## src/rtl/otter_bp_pkg.sv

```systemverilog
// Shared types for the branch target buffer: counter encoding, per-entry
// status record and the counter value entries take after reset.
package otter_bp_pkg;

    typedef enum logic [1:0] {
        CTR_SNT = 2'b00,
        CTR_WNT = 2'b01,
        CTR_WT  = 2'b10,
        CTR_ST  = 2'b11
    } ctr_t;

    // Status half of a BTB entry; tag and target live in parallel non-reset arrays.
    typedef struct packed {
        logic valid;
        ctr_t ctr;
    } btb_entry_t;

    localparam ctr_t CTR_RESET = CTR_WNT;

endpackage

```

## src/rtl/sat_counter2.sv

```systemverilog
// Next-state function of a 2-bit saturating branch counter; jumps pin it to strong-taken.
module sat_counter2
    import otter_bp_pkg::*;
(
    input  ctr_t ctr_i,
    input  logic taken_i,
    input  logic jump_i,
    output ctr_t ctr_o
);

    always_comb begin
        ctr_o = ctr_i;
        if (jump_i) begin
            ctr_o = CTR_ST;
        end else if (taken_i) begin
            case (ctr_i)
                CTR_SNT: ctr_o = CTR_WNT;
                CTR_WNT: ctr_o = CTR_WT;
                CTR_WT:  ctr_o = CTR_ST;
                CTR_ST:  ctr_o = CTR_ST;
            endcase
        end else begin
            case (ctr_i)
                CTR_SNT: ctr_o = CTR_SNT;
                CTR_WNT: ctr_o = CTR_SNT;
                CTR_WT:  ctr_o = CTR_WNT;
                CTR_ST:  ctr_o = CTR_WT;
            endcase
        end
    end

endmodule

```

## src/rtl/branch_target_unit.sv

```systemverilog
// Direct-mapped branch target buffer with 2-bit direction counters, plus the
// execute-stage target adder and mispredict detection.
module branch_target_unit
    import otter_bp_pkg::*;
#(
    parameter int unsigned XLEN    = 32,
    parameter int unsigned ENTRIES = 16
) (
    input  logic            CLK,
    input  logic            RST_N,
    input  logic [XLEN-1:0] PCF,
    output logic            HitF,
    output logic            PredTakenF,
    output logic [XLEN-1:0] PredTargetF,
    input  logic [XLEN-1:0] PCE,
    input  logic [XLEN-1:0] ImmExtE,
    input  logic [XLEN-1:0] SrcAE,
    input  logic            JalrE,
    input  logic            UpdateE,
    input  logic            TakenE,
    input  logic            JumpE,
    input  logic            PredTakenE,
    input  logic [XLEN-1:0] PredTargetE,
    input  logic            FlushBTB,
    output logic [XLEN-1:0] PCTargetE,
    output logic            MispredictE
);

    localparam int unsigned IDX_W = $clog2(ENTRIES);
    localparam int unsigned TAG_W = XLEN - IDX_W - 2;

    btb_entry_t       state_q  [ENTRIES];
    logic [TAG_W-1:0] tag_q    [ENTRIES];
    logic [XLEN-1:0]  target_q [ENTRIES];

    logic [IDX_W-1:0] f_idx;
    logic [TAG_W-1:0] f_tag;
    logic [IDX_W-1:0] e_idx;
    logic [TAG_W-1:0] e_tag;
    logic             e_hit;
    ctr_t             ctr_cur;
    ctr_t             ctr_d;
    logic             upd_we;
    logic             tgt_we;

    // Fetch-side lookup
    assign f_idx       = PCF[IDX_W+1:2];
    assign f_tag       = PCF[XLEN-1:IDX_W+2];
    assign HitF        = state_q[f_idx].valid && (tag_q[f_idx] == f_tag);
    assign PredTakenF  = HitF && state_q[f_idx].ctr[1];
    assign PredTargetF = PredTakenF ? target_q[f_idx] : PCF + XLEN'(4);

    // Execute-side target and redirect
    assign PCTargetE   = JalrE ? ((SrcAE + ImmExtE) & ~XLEN'(1)) : (PCE + ImmExtE);
    assign MispredictE = UpdateE && ((TakenE != PredTakenE) ||
                                     (TakenE && (PredTargetE != PCTargetE)));

    assign e_idx = PCE[IDX_W+1:2];
    assign e_tag = PCE[XLEN-1:IDX_W+2];
    assign e_hit = state_q[e_idx].valid && (tag_q[e_idx] == e_tag);

    // A fresh allocation steps from weak-NT, so a taken outcome lands on weak-T.
    assign ctr_cur = e_hit ? state_q[e_idx].ctr : CTR_WNT;

    sat_counter2 u_ctr (
        .ctr_i   (ctr_cur),
        .taken_i (TakenE),
        .jump_i  (JumpE),
        .ctr_o   (ctr_d)
    );

    assign upd_we = UpdateE && !FlushBTB && (e_hit || TakenE);
    assign tgt_we = UpdateE && !FlushBTB && TakenE;

    always_ff @(posedge CLK or negedge RST_N) begin
        if (!RST_N) begin
            for (int unsigned i = 0; i < ENTRIES; i++) begin
                state_q[i] <= '{valid: 1'b0, ctr: CTR_RESET};
            end
        end else if (FlushBTB) begin
            for (int unsigned i = 0; i < ENTRIES; i++) begin
                state_q[i].valid <= 1'b0;
            end
        end else if (upd_we) begin
            state_q[e_idx] <= '{valid: 1'b1, ctr: ctr_d};
        end
    end

    // Tag/target writes during reset are harmless: the entry stays invalid.
    always_ff @(posedge CLK) begin
        if (tgt_we) begin
            tag_q[e_idx]    <= e_tag;
            target_q[e_idx] <= PCTargetE;
        end
    end

endmodule

```

## config.mk

```make
export PLATFORM = sky130hd
export DESIGN_NAME = branch_target_unit
export DESIGN_NICKNAME = d
export VERILOG_FILES = /design/src/rtl/otter_bp_pkg.sv /design/src/rtl/sat_counter2.sv /design/src/rtl/branch_target_unit.sv
export SDC_FILE = /design/constraint.sdc
export NUM_CORES = 2
export LEC_CHECK = 0
export BUFFER_PORTS_ARGS = -buffer_cell sky130_fd_sc_hd__buf_2
export CORE_MARGIN = 10
export CORE_UTILIZATION = 45
export CTS_CLUSTER_DIAMETER = 200
export CTS_CLUSTER_SIZE = 12
export DETAILED_ROUTE_END_ITERATION = 7
export SYNTH_ARGS = -nofsm -noshare
export SYNTH_HDL_FRONTEND = slang
export SYNTH_SLANG_ARGS = --single-unit
export TNS_END_PERCENT = 50
```

## constraint.sdc

```tcl
create_clock -name CLK -period 17.2 [get_ports CLK]
set_input_delay 3.44 -clock CLK [delete_from_list [all_inputs] [get_ports CLK]]
set_output_delay 3.44 -clock CLK [all_outputs]
set_load 0.02 [all_outputs]
```

=== Yosys cells after proc, flatten, opt, wreduce, memory -nomap -nowiden ===
Memory sizes are Yosys's and may differ from the RTL's.
Index checks and enable logic that the tools add are counted.

* Memories: 2
* Memory bits (writable): 928
* Output and inout port bits: 67
* Flip-flop bits (word level): 48
* Word-level logic and storage cells: 102
* Input bits: 168

{| class="wikitable"
|+ Memories
! name !! words !! width !! rd ports !! clocked after memory_dff !! write ports !! RTL line !! source
|-
| target_q || 16 || 32 || 1 || 0 || 1 || branch_target_unit.sv:34 || <nowiki>logic [XLEN-1:0] target_q [ENTRIES];</nowiki>
|-
| tag_q || 16 || 26 || 2 || 0 || 1 || branch_target_unit.sv:33 || <nowiki>logic [TAG_W-1:0] tag_q [ENTRIES];</nowiki>
|}

* Reduce and logical (&&, ||, !) cells: 17
* Eq/ne operators: 7
* Bitwise logic cells: 3
* Multiplexer cells: 35
* Add/subtract/negate cells: 3
* Order comparisons: 3

{| class="wikitable"
|+ Operators by type and width
! kind !! count
|-
| $add 32x32->32 || 2
|-
| $mux 32 || 2
|-
| $eq 26x26->1 || 2
|-
| $bwmux 48 || 1
|-
| $mux 48 || 1
|-
| $add 32x3->32 const B || 1
|-
| $ne 32x32->1 || 1
|-
| $bmux 3 s4 || 2
|-
| $mux 1 || 18
|-
| $mux 3 || 5
|-
| $demux 3 s4 || 1
|-
| $pmux 2 s3 || 2
|-
| $ge 5x5->1 const B || 2
|-
| $not 4->5 || 2
|-
| $logic_and 1x1->1 || 9
|-
| $mux 2 || 3
|-
| $lt 5x1->1 const B || 1
|-
| $eq 2x2->1 const B || 2
|-
| $reduce_or 2->1 || 2
|-
| $eq 2x1->1 const B || 1
|-
| $logic_not 2->1 || 1
|-
| $logic_or 1x1->1 || 2
|-
| $reduce_and 2->1 || 1
|-
| $reduce_bool 2->1 || 1
|-
| other kinds (3) || 3
|}

=== Logic depth before layout (Yosys ltp) ===
* Word-level depth: 14
* Depth in mapped cells: 14
* Depth with buffers taken out: 13

=== Cells and area by module ===
A second synthesis with hierarchy kept.

* Cells, all modules: 2729
* Area total of the unflattened synthesis: 47453.0 um2

{| class="wikitable"
|+ Modules (own cells, without submodules)
! module !! instances !! area an instance (um2) !! sequential area each (um2) !! cells each
|-
| branch_target_unit || 1 || 47416.7 || 29087.9 || 2722
|-
| sat_counter2 || 1 || 36.3 || 0.0 || 7
|}

=== Least setup slack after synthesis ===
No wires, ideal clock.

* Path kind: in2out
* Start point: in PCE[0]
* End point: out MispredictE
* Setup slack: 6.562 ns
* Stages: 14
* Data required time: 13.760 ns
* Path buffers: 1
* Arrival: 7.198 ns
* Path through: ha_1 -> fa_1 -> a21o_1 -> a221oi_2 -> nor3_1 -> or2_0 -> buf_6 -> a41oi_1 -> xor2_1 -> o21ai_0 -> o2111a_1 -> nand4_1 -> nor4_1 -> a21oi_1

* Word-level cells in the longest chain between the ends: 6

{| class="wikitable"
|+ RTL lines
! item !! RTL line !! source
|-
| from (decl) || branch_target_unit.sv:15 || <nowiki>input logic [XLEN-1:0] PCE,</nowiki>
|-
| $add 32x32->32 || branch_target_unit.sv:54 || <nowiki>assign PCTargetE = JalrE ? ((SrcAE + ImmExtE) & ~XLEN'(1)) : (PCE + ImmExtE);</nowiki>
|-
| $mux 32 || branch_target_unit.sv:54 ||
|-
| via PCTargetE[16] || branch_target_unit.sv:25 || <nowiki>output logic [XLEN-1:0] PCTargetE,</nowiki>
|-
| $ne 32x32->1 || branch_target_unit.sv:56 || <nowiki>(TakenE && (PredTargetE != PCTargetE)));</nowiki>
|-
| $logic_and 1x1->1 || branch_target_unit.sv:56 ||
|-
| $logic_or 1x1->1 || branch_target_unit.sv:55 || <nowiki>assign MispredictE = UpdateE && ((TakenE != PredTakenE) ||</nowiki>
|-
| $logic_and 1x1->1 || branch_target_unit.sv:55 ||
|-
| to (decl) || branch_target_unit.sv:26 || <nowiki>output logic MispredictE</nowiki>
|}

The timed path passes the listed nets, and every way through them passes these cells.

=== Worst setup path after layout ===
* Start point: in PCF[2]
* End point: out PredTargetF[31]

* Word-level cells in the longest chain between the ends: 7
* Elaborated cells between the ends (all ways): 11
* Classes of those cells: 1 x add/sub; 1 x eq/ne; 4 x mux; 1 x bitwise; 2 x reduce/logical; 2 x memory

{| class="wikitable"
|+ RTL lines
! item !! RTL line !! source
|-
| from (decl) || branch_target_unit.sv:11 || <nowiki>input logic [XLEN-1:0] PCF,</nowiki>
|-
| parallel branches: the longest is 6 deep, another holds $mem_v2 16x26 || -- ||
|-
| $mux 32 (*) || branch_target_unit.sv:51 || <nowiki>assign PredTargetF = PredTakenF ? target_q[f_idx] : PCF + XLEN'(4);</nowiki>
|-
| to (decl) || branch_target_unit.sv:14 || <nowiki>output logic [XLEN-1:0] PredTargetF,</nowiki>
|}

Every way passes the cells marked *. The select of a mux whose other input is x is not followed.

==> flow_summary.yaml <==
logic_synthesis:
  synth_edf_count: 928
  synth_most_common_cell: "edfxtp_1"
  synth-warning-count: 0
  synth_area_per_cell_sq_um: 17.6
  syn-instance-count: 2671
  yosys-top-cells-count: "edfxtp_1, mux4_2, xnor2_1"
  yosys.area_share.simple_pct: 4.70
  synth_area_sq_um: 47000
  synthDistinctLibCells: 85
  synth_top_family_by_area: "multiplexers"
  synth_seq_area_share_pct: 61.8
  synthArstFlopShare_pct: 4.92
  synthTopCellsByArea: "edfxtp_1, mux4_2, xnor2_1"
  synth_fa_ha_area_share_pct: 1.76
  muxShareOfSynthArea_pct: 22.1
  synth-seq-cells: 976
  yosysTopAreaCell: "edfxtp_1"
  synth_top_area_share_pct: 59.2
  synth-compound-area-share_pct: 4.82
  synth-xor-area-share_pct: 3.15
  syn-num-nets: 2903
  ys.flop_type: "edfxtp_1"
timing:
  drv_slew: 0
  hold_viol: 0
  min_period_ps: 12520
  grt_setup_unrepaired: "no"
  fin_skew_ps: 28.3
  max_slew_margin_pct: 26.6
  fin_crit_sh_pct: 72.8
  tightest_slew_ps: 1100
  setup_viol: 0
  fin_ws_ps: 4680
  max_freq_mhz: 79.9
  setup_tns_ps: 0
clock_network:
  postCtsHoldBufs: 0
  cts_max_level: 3
  cts_setup_buffers: 0
  cts-root-buf: "clkbuf_16"
  clk_pin_slew_ps: 60
  post_cts_resized: 0
  clock_latency_ps: 690
  cts_tree: "yes"
  clockBufferDepth: 3
  clock_sinks: 976
  cts_made_buffers: 91
placed_design:
  place.gp.congestion: 0.928
  port_buffers: 234
  dpl.hpwl_microns: 94100
  post-place-ws_ps: 4800
routing:
  wire_per_inst_microns: 34.2
  highest_layer: "met5"
  postRouteAntennaNets: 0
  wl_met2_microns: 68100
  drt-total-wl_microns: 147000
  vias_per_cell: 6.56
  drc: 0
  wl_met3_microns: 15800
  drtIter0Drc: 3841
  drt-met1-wl_microns: 59300
  firstDrtPassIters: 6
  vias: 28100
floorplanning:
  dieArea_sq_um: 118000
  ios: 235
  start_util_pct: 45.4
  die_w_microns: 343
  fp-row-count: 118
  core_area_sq_um: 104000
  die_h_microns: 343
power:
  worst_ir_drop_vdd_mv: 0.0961
  pwr-share-clk_pct: 34.2
  power_frac_comb_pct: 14.5
  p_int_mw: 3.95
  powerDensity_nw_per_um2: 101
  seqPwrFrac_pct: 51.4
  switching_power_mw: 1.34
  p_leak_nw: 17.1
  switching_share_pct: 25.3
grt:
  grt_start_max_net_pins: 79
  grt_pass1_wl_microns: 208000
  gr-usage-all-layers_pct: 24.6
  grt_pass1_vias: 28300
  grt-ovfl-total: 0
  antenna_found_initial: 29
setup_path:
  arrival_ps: 9080
  cp-end-kind: "primary output"
  crit_path_start_kind: "primary input"
  cp_data_required_time_ps: 13760
  cp_max_fo: 67
  r2r_slack_ps: 13040
  r2r_end: "state_q[3]$_DFFE_PN1P_"
  path_class: "primary input to primary output"
  r2r_start: "tag_q[15][12]$_DFFE_PP_"
  reg2reg_depth: 10
run:
  maxCapViolCount: 0
layout:
  syn_to_final_growth_pct: 11.3
  drive_gt1_share_pct: 31.5
  fill_cells: 8529
  fin_nets: 3125
hold_path:
  whs_path_depth: 1
  hold-path-endpoint: "state_q[23]$_DFFE_PN0P_"
  hp-class: "register to register"
  min_from: "state_q[23]$_DFFE_PN0P_"
outcome:
  status: "finished, final reports clean"
-- worst max-delay path, stage by stage --
cell and delay (ps):
buf_8 550, buf_4 720, mux4_2 580, nor2b_1 150, a211oi_1 250, a21oi_1 90, xnor2_1 250, nand4_1 200
nor3_1 410, and4_1 650, and2_2 930, mux2_2 470, buf_2 180
-- cell usage in the layout (no fill, tap or decap), types with 52 or more instances in the layout --
| cell | instances |
|---|---|
| ha_1 | 62 |
| buf_2 | 228 |
| a21oi_1 | 108 |
| mux4_2 | 425 |
| nand2_1 | 87 |
| clkbuf_16 | 94 |
| nor2_1 | 92 |
| o21ai_0 | 52 |
| xnor2_1 | 117 |
| buf_4 | 60 |
| edfxtp_1 | 928 |
-- worst max path at each step --
stage	from	end	depth (start not counted)
final	PCF[2]	PredTargetF[31]	13
after global routing	PCF[2]	PredTargetF[31]	13
after CTS	PCF[2]	PredTargetF[31]	13
after detailed placement	PCF[2]	PredTargetF[31]	11
after global placement	PCF[2]	PredTargetF[31]	11
after floorplan	PCE[0]	MispredictE	14
-- metrics by stage --
step	hold slack (ps)	util (%)	power (mW)	instance area [sq um]	instances
after global placement	476	48.1	3.51	49900	4180
after global routing	531	50.5	5.45	52300	4288
after CTS	506	50.5	5.32	52300	4287
final	509	50.5	5.29	52300	4293
after detailed placement	492	48.1	3.52	49900	4180
after floorplan	461	-	3.23	47000	2671
-- flip-flops by register name (all words and copies together) (netlist names) --
| name | cells |
|---|---|
| target_q | 512 |
| tag_q | 416 |
| state_q | 48 |
-- power groups by stage --
| stage | Clock (mW) | Combinational (mW) | Sequential (mW) |
|---|---|---|---|
| after global routing | 1.93 | 0.813 | 2.72 |
| after floorplan | 0 | 0.468 | 2.76 |
| after global placement | 0 | 0.746 | 2.76 |
| after detailed placement | 0 | 0.760 | 2.76 |
| after CTS | 1.84 | 0.764 | 2.71 |
| final | 1.81 | 0.765 | 2.71 |
-- layout make-up --
type	count	area, sq um	area share [%]
sequential	976	29100	55.6
clock inverter	5	66.3	0.127
inverter	21	80.1	0.153
antenna	6	15.0	0.0287
clock buffer	102	2380	4.55
tap	1380	1730	3.30
timing repair buffer	292	1650	3.15
multi-input combinational	1511	17300	33.1
-- logic make-up (layout without fill, tap and decap cells) --
family	Yosys count	in the layout
flip-flops	976	976
other	0	6
multiplexers	504	504
buffers and inverters	184	420
adder cells (fa/ha/maj)	65	65
AO/OA/AOI/OAI	344	344
AND/OR/NAND/NOR	435	435
XOR/XNOR	163	163
-- routing by layer --
metal / GRT usage [%] / vias to the layer above
met1: 34.8 / 14800
li1: - / 11500
met3: 6.23 / 243
met4: 6.29 / 22
met5: 0 / -
met2: 38.1 / 1552
Power figures use the tool's default switching activity.
